`config.mk`:
```
export PLATFORM = sky130hd
export DESIGN_NAME = ps2_ascii_rx
export DESIGN_NICKNAME = d
export VERILOG_FILES = /design/src/rtl/ps2_ascii_rx.sv
export SDC_FILE = /design/constraint.sdc
export NUM_CORES = 1
export LEC_CHECK = 0
export CAP_MARGIN = 15
export CORE_ASPECT_RATIO = 1.25
export CORE_MARGIN = 2
export CORE_UTILIZATION = 55
export CTS_CLUSTER_DIAMETER = 40
export DETAILED_ROUTE_END_ITERATION = 12
export PLACE_DENSITY_LB_ADDON = 0.3
export SYNTH_ARGS = -nofsm -noshare
export SYNTH_HDL_FRONTEND = slang
export SYNTH_SLANG_ARGS = --single-unit
```
`constraint.sdc`:
```
create_clock -name clk -period 3.1 [get_ports clk]
set_input_delay 0.93 -clock clk [delete_from_list [all_inputs] [get_ports clk]]
set_output_delay 0.93 -clock clk [all_outputs]
set_load 0.03 [all_outputs]
```
`src/rtl/ps2_ascii_rx.sv`:
```
// rtl/ps2_ascii_rx.sv - PS/2 keyboard receiver with scan-code to ASCII decoding
//
// Deserialises device-to-host PS/2 frames and turns make codes into ASCII
// characters. It tracks the E0 (extended), F0 (break) and shift state.
//
// Ports:
//   clk          system/pixel clock (25 MHz)
//   rst          asynchronous active-high reset
//   ps2c, ps2d   asynchronous PS/2 clock and data from the keyboard
//   ascii        decoded character, held until the next ascii_valid
//   ascii_valid  1-cycle strobe: ascii holds a new character
//   scan_code    last good raw byte received, held
//   scan_done    1-cycle strobe: good frame received, scan_code updated
//   frame_err    1-cycle strobe: parity/stop error or mid-frame timeout
//   shift_on     either shift key currently held
module ps2_ascii_rx #(
   parameter int FILTER_LEN     = 8,
   parameter int TIMEOUT_CYCLES = 25000
) (
   input  logic       clk,
   input  logic       rst,
   input  logic       ps2c,
   input  logic       ps2d,
   output logic [7:0] ascii,
   output logic       ascii_valid,
   output logic [7:0] scan_code,
   output logic       scan_done,
   output logic       frame_err,
   output logic       shift_on
);

   localparam int TW = $clog2(TIMEOUT_CYCLES + 1);

   typedef enum logic [1:0] {IDLE, DATA, PARITY, STOP} rx_state_t;

   logic [1:0]            c_sync, d_sync;
   logic [FILTER_LEN-1:0] filt_reg;
   logic                  filt_c, fall;
   logic                  d;

   rx_state_t             state, state_next;
   logic [2:0]            bitcnt;
   logic [7:0]            shreg;
   logic                  par;
   logic [TW-1:0]         tcnt;
   logic                  timeout, frame_ok, frame_bad;

   logic                  brk, ext;
   logic [7:0]            lc, map;
   logic                  hit, letter;

   assign d = d_sync[1];

   // Input conditioning. The lines idle high, so the synchronisers and filter
   // also reset high; this keeps release from reset from looking like a falling edge.
   always_ff @(posedge clk or posedge rst) begin
      if (rst) begin
         c_sync   <= '1;
         d_sync   <= '1;
         filt_reg <= '1;
         filt_c   <= 1'b1;
         fall     <= 1'b0;
      end else begin
         c_sync   <= {c_sync[0], ps2c};
         d_sync   <= {d_sync[0], ps2d};
         filt_reg <= {filt_reg[FILTER_LEN-2:0], c_sync[1]};
         if (&filt_reg)
            filt_c <= 1'b1;
         else if (~|filt_reg)
            filt_c <= 1'b0;
         // fall is high in the same cycle that filt_c first reads 0
         fall <= filt_c & ~|filt_reg;
      end
   end

   assign timeout = (tcnt == TW'(TIMEOUT_CYCLES));

   always_ff @(posedge clk or posedge rst) begin
      if (rst)
         state <= IDLE;
      else
         state <= state_next;
   end

   always_comb begin
      state_next = state;
      frame_ok   = 1'b0;
      frame_bad  = 1'b0;
      case (state)
         IDLE: begin
            if (fall && !d)
               state_next = DATA;
         end
         DATA: begin
            if (fall) begin
               if (bitcnt == 3'd7)
                  state_next = PARITY;
            end else if (timeout) begin
               state_next = IDLE;
               frame_bad  = 1'b1;
            end
         end
         PARITY: begin
            if (fall) begin
               state_next = STOP;
            end else if (timeout) begin
               state_next = IDLE;
               frame_bad  = 1'b1;
            end
         end
         STOP: begin
            if (fall) begin
               state_next = IDLE;
               if (d && ^{shreg, par})
                  frame_ok = 1'b1;
               else
                  frame_bad = 1'b1;
            end else if (timeout) begin
               state_next = IDLE;
               frame_bad  = 1'b1;
            end
         end
         default: state_next = IDLE;
      endcase
   end

   always_ff @(posedge clk or posedge rst) begin
      if (rst) begin
         bitcnt    <= '0;
         shreg     <= '0;
         par       <= 1'b0;
         tcnt      <= '0;
         scan_code <= '0;
         scan_done <= 1'b0;
         frame_err <= 1'b0;
      end else begin
         if (state == IDLE || fall)
            tcnt <= '0;
         else if (!timeout)
            tcnt <= tcnt + TW'(1);
         if (state == IDLE)
            bitcnt <= '0;
         else if (state == DATA && fall)
            bitcnt <= bitcnt + 3'd1;
         if (state == DATA && fall)
            shreg <= {d, shreg[7:1]};
         if (state == PARITY && fall)
            par <= d;
         scan_done <= frame_ok;
         frame_err <= frame_bad;
         if (frame_ok)
            scan_code <= shreg;
      end
   end

   // Translation table. lc is the unshifted character (0 = unmapped).
   // Letters become upper case under shift by clearing bit 5.
   always_comb begin
      lc = 8'h00;
      case (scan_code)
         8'h1C: lc = 8'h61;  8'h32: lc = 8'h62;  8'h21: lc = 8'h63;
         8'h23: lc = 8'h64;  8'h24: lc = 8'h65;  8'h2B: lc = 8'h66;
         8'h34: lc = 8'h67;  8'h33: lc = 8'h68;  8'h43: lc = 8'h69;
         8'h3B: lc = 8'h6A;  8'h42: lc = 8'h6B;  8'h4B: lc = 8'h6C;
         8'h3A: lc = 8'h6D;  8'h31: lc = 8'h6E;  8'h44: lc = 8'h6F;
         8'h4D: lc = 8'h70;  8'h15: lc = 8'h71;  8'h2D: lc = 8'h72;
         8'h1B: lc = 8'h73;  8'h2C: lc = 8'h74;  8'h3C: lc = 8'h75;
         8'h2A: lc = 8'h76;  8'h1D: lc = 8'h77;  8'h22: lc = 8'h78;
         8'h35: lc = 8'h79;  8'h1A: lc = 8'h7A;
         8'h45: lc = shift_on ? 8'h29 : 8'h30;
         8'h16: lc = shift_on ? 8'h21 : 8'h31;
         8'h1E: lc = shift_on ? 8'h40 : 8'h32;
         8'h26: lc = shift_on ? 8'h23 : 8'h33;
         8'h25: lc = shift_on ? 8'h24 : 8'h34;
         8'h2E: lc = shift_on ? 8'h25 : 8'h35;
         8'h36: lc = shift_on ? 8'h5E : 8'h36;
         8'h3D: lc = shift_on ? 8'h26 : 8'h37;
         8'h3E: lc = shift_on ? 8'h2A : 8'h38;
         8'h46: lc = shift_on ? 8'h28 : 8'h39;
         8'h29: lc = 8'h20;
         8'h5A: lc = 8'h0D;
         8'h66: lc = 8'h08;
         default: lc = 8'h00;
      endcase
      letter = (lc >= 8'h61) && (lc <= 8'h7A);
      hit    = (lc != 8'h00);
      map    = (letter && shift_on) ? (lc & 8'hDF) : lc;
   end

   // Decoder. E0/F0 are prefixes that only set flags; every other byte
   // consumes and clears them.
   always_ff @(posedge clk or posedge rst) begin
      if (rst) begin
         ascii       <= '0;
         ascii_valid <= 1'b0;
         shift_on    <= 1'b0;
         brk         <= 1'b0;
         ext         <= 1'b0;
      end else begin
         ascii_valid <= 1'b0;
         if (scan_done) begin
            if (scan_code == 8'hE0) begin
               ext <= 1'b1;
            end else if (scan_code == 8'hF0) begin
               brk <= 1'b1;
            end else begin
               if ((scan_code == 8'h12 || scan_code == 8'h59) && !ext) begin
                  shift_on <= ~brk;
               end else if (!brk && !ext && hit) begin
                  ascii       <= map;
                  ascii_valid <= 1'b1;
               end
               brk <= 1'b0;
               ext <= 1'b0;
            end
         end
      end
   end

endmodule

```
Yosys cells after proc, flatten, opt, wreduce, memory -nomap -nowiden
Cells that the tools add are included.

Input port bits: 4. Word-level logic and storage cells: 148. Output and inout bits: 20. Memory bits (writable): 0. Memories kept: 0. ROM bits: 0. Latch bits: 0. Register bits after elaboration: 64.

Add/sub/neg operators: 2. Bitwise operators: 5. Eq/ne operators: 53. Shifts and indexed selects: 0. Muxes and demuxes: 41. Divide/modulo/power cells: 0. Reduce and logical (&&, ||, !) cells: 27. Multipliers: 0. Order comparisons: 2.

Operators by type and width (count): case mux 7 bit (39 select lines) (1); == test 8 x 6 -> 1 bit (second input constant) (23); == test 8 x 7 -> 1 bit (second input constant) (10); == test 8 x 5 -> 1 bit (second input constant) (8); two-way mux 5 bit (8); two-way mux 15 bit (2); two-way mux 1 bit (17); == test 8 bit (second input constant) (2); adder 15 x 1 -> 15 bit (second input constant) (1); == test 15 bit (second input constant) (1); two-way mux 7 bit (2); two-way mux 2 bit (6); logical AND 1 bit (9); XOR reduction 9 bit (1); case mux 2 bit (4 select lines) (1); AND reduction 8 bit (1); nonzero test 8 bit (1); OR reduction 8 bit (1); greater-or-equal comparator 7 bit (second input constant) (1); <= comparator 7 bit (second input constant) (1); two-way mux 3 bit (2); two-way mux 6 bit (1); != test 2 bit (second input constant) (3); AND reduction 2 bit (3); other kinds (16) (24).

Depth between registers and ports, before layout
Gate-level depths: netlist of run 1.

Depth in word-level cells: 9. Gate-level depth with buffers: 10. Depth with buffers taken out: 7.

Worst setup path before layout of run 1
Ideal clock, no wire load.

Path kind: register to register. Start point: register scan_code[4]. End point: register ascii[5]. Setup time: 0.082 ns. Buffers on the path: 2. Clock period less this slack: 2.601 ns. Arrival time: 2.519 ns. Stages on the path, launching flop included: 10. Data required time: 3.018 ns. Setup slack: 0.499 ns. Cell sequence: dfrtp_1 -> buf_2 -> buf_2 -> nor3b_1 -> o211ai_2 -> nand3_1 -> a2111o_1 -> or4_1 -> o41a_1 -> o22ai_2.

Longest elaborated chain between the ends: 6. Elaborated cells between the ends (all ways): 57. Classes of those cells: order compare (2); eq/ne (43); mux (2); bitwise (3); reduce/logical (7).

RTL lines: start, declared (RTL line 26) `output logic [7:0] scan_code,`; start signal, assigned (RTL line 152) `scan_code <= shreg;`; == test 8 x 7 -> 1 bit (tied with other cells) (RTL line 160) `case (scan_code)`; case mux 7 bit (39 select lines) (RTL line 160); greater-or-equal comparator 7 bit / <= comparator 7 bit (equally long branches) (RTL line 185) `letter = (lc >= 8'h61) && (lc <= 8'h7A);`; logical AND 1 bit (RTL line 185); logical AND 1 bit (RTL line 187) `map = (letter && shift_on) ? (lc & 8'hDF) : lc;`; two-way mux 6 bit (RTL line 187); end signal, assigned (RTL line 210) `ascii <= map;`; end, declared (RTL line 24) `output logic [7:0] ascii,`.

Several ways; a longest one is shown, not always the timed one. A chain may end at the register's enable or synchronous reset.

Worst setup path in the final report of run 1
Start point: register scan_code[5]. End point: output scan_code[5].

No word-level cell between the ends.

==> metrics.md, run 1 <==
| Metric | Value |
|---|---|
| Initial DRC count | 290 |
| Die X | 78.4 um |
| Reg clk slew, reported paths | 0.07 ns |
| Synth cell types | 63 |
| Max reg flops | 15 |
| CP max FO | 21 |
| Post-synthesis mux area share | 6.74% |
| Peak Freq | between 0.3 and 0.4 GHz |
| CTS Buf Count | 9 |
| Register with the most flip-flops | tcnt |
| Layout cells sized above 1 | 18.5% |
| # IOs | 24 |
| Post-Place Cells | between 500 and 600 |
| Complex-gate fraction of the synthesized area | 15.0% |
| Area occupied by registers | between 1500 and 2000 um^2 |
| Hold depth | 0 |
| Mapped Area | 3810 um^2 |
| Top-count cell post-synth | dfrtp_1 |
| R2R depth | 7 |
| Total grt overflow | 0 |
| Sequence of cells on the critical path | buf_4, clkdlybuf4s50_1 |
| Sw Share | 22.7% |
| Htree depth | 3 |
| Wire per inst | 17.2 um |
| Layout fillers | 531 |
| RSZ-0062 raised after global routing | no |
| Post-Synth XOR/XNOR Area | 4.83% |
| Via/cell ratio | 6.08 |
| Yosys top cell area share | 33.5% |
| DRT Pass-1 Iters | 5 |
| Clk buf depth | 2 |
| Die area | 7610 um^2 |
| Data arrival, critical path | 1.98 ns |
| Largest family of logic cells by synthesized area | simple AND/OR/NAND/NOR gates |
| Final hold violations | 0 |
| Vias in the first global route | 3102 |
| Reg power frac | 53.9% |
| Largest net degree at the start of global routing | 41 |
| FF+latch count, synth | 64 |
| Adder-cell share of the synthesized area | under 10% |
| Met3 global-route usage | between 4 and 5% |
| Nets@finish | 439 |
| Mapped Nets | 416 |
| Die height | 97.0 um |
| R2R Path End | ascii[5] |
| Internal power | 1230 uW |
| DRC violations left | 0 |
| Critical Path RT | 2.17 ns |
| Skew final | 0.00896 ns |
| Ant diodes | 0 |
| Core ar. | about 6600 um^2 |
| Syn Inst Count | between 400 and 500 |
| Num rows | 33 |
| Placer Congestion | about 0.98 |
| Worst flop-to-flop path startpoint | scan_code[5] |
| Routed vias | 3156 |
| Final WL | between 8000 and 9000 um |
| Post-DRT Antenna Nets | 0 |
| Post-DP HPWL | 6260 um |
| Final setup vio count | 0 |
| Hold Crit Class | register to register |
| Max-cap viol count | 0 |
| GRT Overall Usage | 25.8% |
| Kind of critical path | register to output port |
| Worst setup margin | 0.186 ns |
| Multi-input gate area | 2020 um^2 |
| First-pass GRT wire length | 15400 um |
| Rel. slew slack | 42.0% |
| Crit end category | output port |
| Fin cells | 519 |
| Area grow syn2layout | 14.4% |
| Final Max Slew Viols | 0 |
| Switching power | 361 uW |
| Slowest CP cell | dfrtp_1 |
| Fin crit period | 2.91 ns |
| Port Buffers | 22 |
| Ys flop type | dfrtp_1 |
| CP startpoint kind | register |
| Hold-critical path endpoint | filt_reg[0] |
| M1 GR Usage | 34.0% |
| Power Density | 365 nW/um^2 |
| Hold path start | c_sync[1] |
| Area leader, netlist | dfrtp_1 |
| R2R setup slack | 0.26 ns |
| Initial antenna violation count | 0 |
| Setup Slack @ Placement | 0.207 ns |
| CTS Sinks | 64 |
| Synth top area cells | dfrtp_1, dfstp_2, mux2_2 |
| Comb power frac | 1.6% |
| Static Leakage | about 0.0017 uW |
| Simple-gate share of the synthesized area | 23.6% |
| CP max stage delay | 0.74 ns |
| Peak supply drop | 0.336 mV |
| Syn Area/Cell | approximately 9.4 um^2 |
| Share of total power in the clock network | 44.4% |
| Synth top cells by count | dfrtp_1, nand2_1, nor2_1, a21oi_1, mux2_2 |
| Post-CTS Setup Inserts | 0 |
| CTS tree | built |
| Synthesis Warnings | 0 |
| Status | completed |
| Synth async-reset ratio | 100% |
| Post-synthesis sequential area ratio | 42.5% |
| TNS Setup | 0 ns |
| Clk_lat worst skew | roughly 0.34 ns |
| Met2 usage | 39.1% |
| Post-synth EDFFs | 0 |
| Starting Density | 57.3% |
| Fin util | 65.5% |
| Clk root buf | clkbuf_8 |
| Top Usage Layer GRT | met2 |
| Worst-Margin Slew | 0.858 ns |
| Crit share post-route | between 90% and 100% |
-- cell usage in the layout (no fill, tap or decap), types with 9 or more instances in the layout --
| cell type | count |
|---|---|
| dfrtp_1 | 51 |
| nor2_1 | 29 |
| dfstp_2 | 13 |
| buf_4 | 17 |
| nand4_1 | 12 |
| xnor2_1 | 11 |
| xor2_1 | 10 |
| a21oi_1 | 27 |
| mux2_2 | 21 |
| inv_1 | 10 |
| o21ai_0 | 16 |
| nand2b_1 | 9 |
| nand3_1 | 17 |
| clkdlybuf4s50_1 | 22 |
| clkbuf_8 | 9 |
| nand2_1 | 37 |
-- worst max-delay path, delay by kind of cell, from the launching register on --
| family | cells | cell delay (ns) |
|---|---|---|
| DFF | 1 | 0.74 |
| buffers and inverters | 2 | 0.91 |
-- how the worst max path moves through the flow --
| stage | endpoint | depth (start not counted) | start | slack, ns |
|---|---|---|---|---|
| 3_5_place_dp | ascii[3] | 6 | scan_code[5] | 0.21 |
| 4_1_cts | ascii[3] | 6 | scan_code[5] | 0.16 |
| 2_1_floorplan | ascii[5] | 9 | scan_code[4] | 0.50 |
| 5_1_grt | ascii[3] | 6 | scan_code[3] | 0.07 |
| 6_report | scan_code[5] | 2 | scan_code[5] | 0.19 |
| 3_3_place_gp | ascii[2] | 6 | scan_code[5] | 0.29 |
-- repair_timing --
action,CTS,global route
endpoints found under the setup margin,0,4
gates resized for setup,0,1
hold buffers,0,0
-- power by group through the flow --
stage | clock (uW) | combinational [uW] | sequential, uW
2_1_floorplan | 0 | 16.6 | 871
3_3_place_gp | 0 | 26.4 | 872
3_5_place_dp | 0 | 27.3 | 873
4_1_cts | 723 | 27.2 | 858
5_1_grt | 773 | 30.9 | 859
6_report | 707 | 25.9 | 858
-- final cells by class --
cell class,count,area share [%]
clock buffers,9,2.84
clock inverters,7,1.64
well taps,87,2.50
flip-flops and latches,64,37.1
repair buffers,40,8.45
inverters,13,1.12
multi-input cells,299,46.3
-- per-layer routing --
layer | share of wire [%] | up-vias
met3 | 4.5 | 32
li1 | - | 1529
met5 | 0 | -
met2 | 47 | 108
met4 | 5.9 | 0
met1 | 43 | 1487
-- through the flow --
step / hold slack (ns) / total power, uW / instance area (um^2)
CTS: 0.352 / 1610 / 4350
global route: 0.352 / 1660 / 4360
global placement: 0.346 / 899 / 4150
finish: 0.354 / 1590 / 4360
detailed placement: 0.349 / 900 / 4150
floorplan: 0.345 / 888 / 3810
-- kinds of logic (layout without fill, tap and decap cells) --
kind of cell | after synthesis | in the layout
flip-flops | 64 | 64
other | 1 | 1
AO/OA/AOI/OAI | 84 | 84
buffers and inverters | 41 | 69
XOR/XNOR | 21 | 21
multiplexers | 23 | 23
AND/OR/NAND/NOR | 162 | 162
adder cells (fa/ha/maj) | 8 | 8
No activity file was read; power rests on OpenSTA's default activity.
==> run 2: changes to the inputs <==
Settings changed: SLEW_MARGIN set to 20.
==> results of run 2 <==
Same layout as run 1: the final DEF is identical, and so are final timing and power.
